===== config.mk =====
export PLATFORM = sky130hd
export DESIGN_NAME = mod_updown_counter
export DESIGN_NICKNAME = d
export VERILOG_FILES = /design/src/rtl/mod_updown_counter.sv
export SDC_FILE = /design/constraint.sdc
export NUM_CORES = 1
export LEC_CHECK = 0
export ABC_AREA = 1
export CORE_AREA = 2 2 39 41
export DETAILED_ROUTE_END_ITERATION = 16
export DIE_AREA = 0 0 41 43
export HOLD_SLACK_MARGIN = 0.1
export SLEW_MARGIN = 20
export SYNTH_ARGS = -nofsm -noshare
export SYNTH_HDL_FRONTEND = slang
export SYNTH_SLANG_ARGS = --single-unit

===== constraint.sdc =====
create_clock -name clk -period 3.48 [get_ports clk]
set_clock_uncertainty 0.15 [all_clocks]
set_input_delay 0.696 -clock clk [delete_from_list [all_inputs] [get_ports clk]]
set_output_delay 0.696 -clock clk [all_outputs]
set_load 0.05 [all_outputs]

===== src/rtl/mod_updown_counter.sv =====
// -----------------------------------------------------------------------------
// mod_updown_counter
//
// Parametrised modulo up/down counter with synchronous clear, parallel load,
// an enable prescaler and a registered terminal-count pulse. Intended for
// timers, BCD digit chains and event dividers. Stages cascade by wiring one
// stage's tc into the next stage's en (one cycle of skew per stage).
//
// Defining MUDC_SAT_EN adds the sat input and at_bound output; with sat=1 a
// step that would wrap is held at the bound instead, without tc.
// -----------------------------------------------------------------------------
module mod_updown_counter #(
  parameter int WIDTH = 4,
  parameter int MOD   = 16,
  parameter int DIV   = 1
) (
  input  logic             clk,
  input  logic             rstn,
  input  logic             clr,
  input  logic             load,
  input  logic [WIDTH-1:0] load_val,
  input  logic             en,
  input  logic             up,
`ifdef MUDC_SAT_EN
  input  logic             sat,
  output logic             at_bound,
`endif
  output logic [WIDTH-1:0] out,
  output logic             tc
);

  // One extra bit so that MOD = 2**WIDTH is representable and the
  // increment/decrement carry and borrow are visible without truncation.
  localparam int             XW    = WIDTH + 1;
  localparam logic [XW-1:0]  MOD_X = XW'(MOD);
  localparam logic [XW-1:0]  TOP_X = XW'(MOD - 1);

  logic [XW-1:0]    inc_x;
  logic [XW-1:0]    dec_x;
  logic [XW-1:0]    ld_x;
  logic             at_top;
  logic             at_zero;
  logic             at_edge;
  logic             presc_last;
  logic             hold_step;
  logic [WIDTH-1:0] step_val;
  logic [WIDTH-1:0] load_clamped;

  // Next-value arithmetic. The wrap test uses the widened sum against MOD
  // (not MOD-1 against the narrow count) and the borrow bit of the widened
  // difference, so both directions stay correct when MOD = 2**WIDTH.
  always_comb begin
    inc_x        = {1'b0, out} + XW'(1);
    dec_x        = {1'b0, out} - XW'(1);
    ld_x         = {1'b0, load_val};
    at_top       = (inc_x == MOD_X);
    at_zero      = dec_x[WIDTH];
    at_edge      = up ? at_top : at_zero;
    step_val     = '0;
    if (up) begin
      step_val = at_top ? '0 : inc_x[WIDTH-1:0];
    end else begin
      step_val = at_zero ? TOP_X[WIDTH-1:0] : dec_x[WIDTH-1:0];
    end
    load_clamped = (ld_x >= MOD_X) ? TOP_X[WIDTH-1:0] : load_val;
  end

  // Prescaler: counts enabled cycles and marks the last one of each DIV
  // period as the step cycle. clr/load restart the period; a change of
  // direction does not. With DIV=1 there is no register at all.
  generate
    if (DIV > 1) begin : g_presc
      localparam int            PW    = $clog2(DIV);
      localparam logic [PW-1:0] PLAST = PW'(DIV - 1);

      logic [PW-1:0] presc;

      always_ff @(posedge clk or negedge rstn) begin
        if (!rstn) begin
          presc <= '0;
        end else if (clr || load) begin
          presc <= '0;
        end else if (en) begin
          presc <= (presc == PLAST) ? '0 : presc + PW'(1);
        end
      end

      assign presc_last = (presc == PLAST);
    end else begin : g_nopresc
      assign presc_last = 1'b1;
    end
  endgenerate

  // A step at the bound is held instead of wrapping when saturation is on.
`ifdef MUDC_SAT_EN
  assign hold_step = sat & at_edge;
`else
  assign hold_step = 1'b0;
`endif

  // Count register and terminal-count pulse. tc is only ever set on the
  // edge that produces the wrapped value, so it is coincident with it and
  // cleared on every other edge, including clr/load in a would-be wrap cycle.
  always_ff @(posedge clk or negedge rstn) begin
    if (!rstn) begin
      out <= '0;
      tc  <= 1'b0;
    end else if (clr) begin
      out <= '0;
      tc  <= 1'b0;
    end else if (load) begin
      out <= load_clamped;
      tc  <= 1'b0;
    end else if (en && presc_last) begin
      if (hold_step) begin
        tc <= 1'b0;
      end else begin
        out <= step_val;
        tc  <= at_edge;
      end
    end else begin
      tc <= 1'b0;
    end
  end

`ifdef MUDC_SAT_EN
  // Set for exactly the cycles that follow a suppressed step.
  always_ff @(posedge clk or negedge rstn) begin
    if (!rstn) begin
      at_bound <= 1'b0;
    end else begin
      at_bound <= !clr && !load && en && presc_last && hold_step;
    end
  end
`endif

endmodule


==> run metrics <==
Final nets between 80 and 90; crit path max-delay cell type clkdlybuf4s50_1; Clock Latency Late Sink 240 ps; final setup slack of the worst path approximately 1100 ps; busiest grt layer met2; io pins 15; Final setup viols 0; Largest delay share family, worst path buffers and inverters; Reg clk slew, reported paths 40 ps; post-route clock period utilization between 60 and 70%; GRT Total Usage between 10% and 20%; antenna violations before repair 0; number of warnings issued by yosys 0; H-tree depth 1; synth unique cells 18; Final Slew Violations 0; CTS Buf Count 3; outcome complete, no violations; DRC violations left 0; Die Y-Extent 43 µm; Hold Buf Count CTS 0; crit path max fanout 8; PortBufs 14; FP Rows 14; Mapped Avg Cell Area 6.86 µm²; met1 usage in global routing 17.1%; maximum number of pins on one net before global-route repair 10; GP Congestion 0.734; CTS max path bufs 2; RSZ-0062 raised after global routing false; Hold WC Path Type reg -> reg; Worst Path Required around 2600 ps; pin slew with the least headroom to its limit approximately 500 ps; flip-flop and latch count after synthesis 5; Pleak around 0.27 nW; mapped cell area about 400 µm²; 1st-pass router iterations 4; vias in the first global route between 400 and 500; PwrDens between 300 and 400 mW/mm²; die area approximately 0.0018 mm²; critical path class reg -> out; worst relative slew slack 67.1%; clk root buf clkbuf_4; HPWL Detailed between 700 and 800 µm; initial core utilization between 20% and 30%; Die Width 41 µm; worst path buffer plus inverter count 1; Peak Freq about 0.41 GHz; ant diodes 0; via count between 400 and 500; Placed Cells between 80 and 90; vias per cell 4.51; Antenna Nets Post-Route 0; pre-CTS WS about 1300 ps; final instance area between 500 and 600 µm²; met3 GRT Util under 10%; synthesized instance count 58; filler instances approximately 150; WL/cell 10.2 µm; Post-CTS Resized 0; number of max-cap violations 0; DR iter-0 viols 8; Final Non-Filler Cells 92; crit path capture type output pin; Congestion Overflow GR 0; Post-CTS Setup Inserts 0; min Tclk post-route 2410 ps; first-pass GRT wire length 1630 µm; share of cells above drive strength 1 around a tenth; Setup crit start kind flip-flop; Final Core Density 42.2%; Peak VDD IR ~0.00012 V; DP Area about 560 µm²; Tot Pwr ~220 µW; sequential area share after synthesis a little under a third; WHS about 460 ps; CTS tree done; M2 GR Usage about a fifth; Post-Synthesis Net Count 70; Worst Path Arrival ~1600 ps; Detailed Route WL approximately 940 µm; setup_tns 0 ps; core area around 0.0014 mm²; Sink Count 5; CP peak stage delay 850 ps; Fin. Hold Viols 0; crit-path cells clkdlybuf4s50_1; Layout area overhead 46.9%
cell usage after synthesis, drive strengths merged:
library cell  number  area share [%]
a21oi              2             3.5
nor2               7              10
or2                1             1.6
nand4              1             1.6
dfrtp              5              31
o211ai             2             3.8
nand3              5             6.3
nand2             19              19
o21ai              4             5.0
o21a               1             1.9
ha                 2             6.3
inv                8             8.2
o22ai              1             1.6
power by group:
| part | switching (mW) | total (mW) | internal, mW |
|---|---|---|---|
| clock | 0.0228 | 0.0661 | 0.0433 |
| combinational | 0.0490 | 0.0824 | 0.0333 |
| sequential | 0.00829 | 0.0717 | 0.0634 |
cell type report:
cell class,instances,area (µm²),area share (%)
clock buffer,4,26.3,4.50
inverter,8,32.5,5.57
multi-input combinational,45,240,41.1
sequential,5,125,21.4
tap,16,20.0,3.43
timing repair buffer,14,140,24.0
cell families after synthesis:
kind of cell               count (synthesis)  share of synthesized area, %
DFF                                        5                          31.4
and+or+nand+nor                           33                          38.4
adders and majority gates                  2                          6.29
AOI/OAI and AO/OA                         10                          15.7
buffers and inverters                      8                          8.18
cell usage in the layout, fill, tap and decap left out, drive strengths merged:
master	synthesis	routed
inv	8	8
a21oi	2	2
o21ai	4	4
clkbuf	0	4
nor2	7	7
nand4	1	1
o211ai	2	2
nand3	5	5
ha	2	2
nand2	19	19
clkdlybuf4s50	0	14
o22ai	1	1
or2	1	1
dfrtp	5	5
o21a	1	1
worst min-delay path, stage by stage, from the launching register on:
cell	delay (ps)
dfrtp_1	430
nand2_1	80
nand2_1	60
final timing paths:
| kind | start | end | slack, ps | cells past startpoint |
|---|---|---|---|---|
| min | out[3] | out[3] | 460 | 2 |
| min in group asynchronous | rstn | out[1] | 530 | 1 |
| max in group asynchronous | rstn | tc | 2450 | 1 |
| min reg2reg | out[3] | out[3] | 460 | 2 |
| max reg2reg | out[0] | out[2] | 1990 | 7 |
| max | out[2] | out[2] | 1070 | 1 |
routing by layer:
layer  vias to the layer above  part of all wire, %
li1                        224                    -
met1                       175                   47
met2                        14                   48
met3                         2                  3.6
met4                         0                  1.5
met5                         -                    0
flip-flops by register name, summed over array words and instances, names as in the netlist:
signal	cells
tc	1
out	4
(Power assumes the default switching activity.)
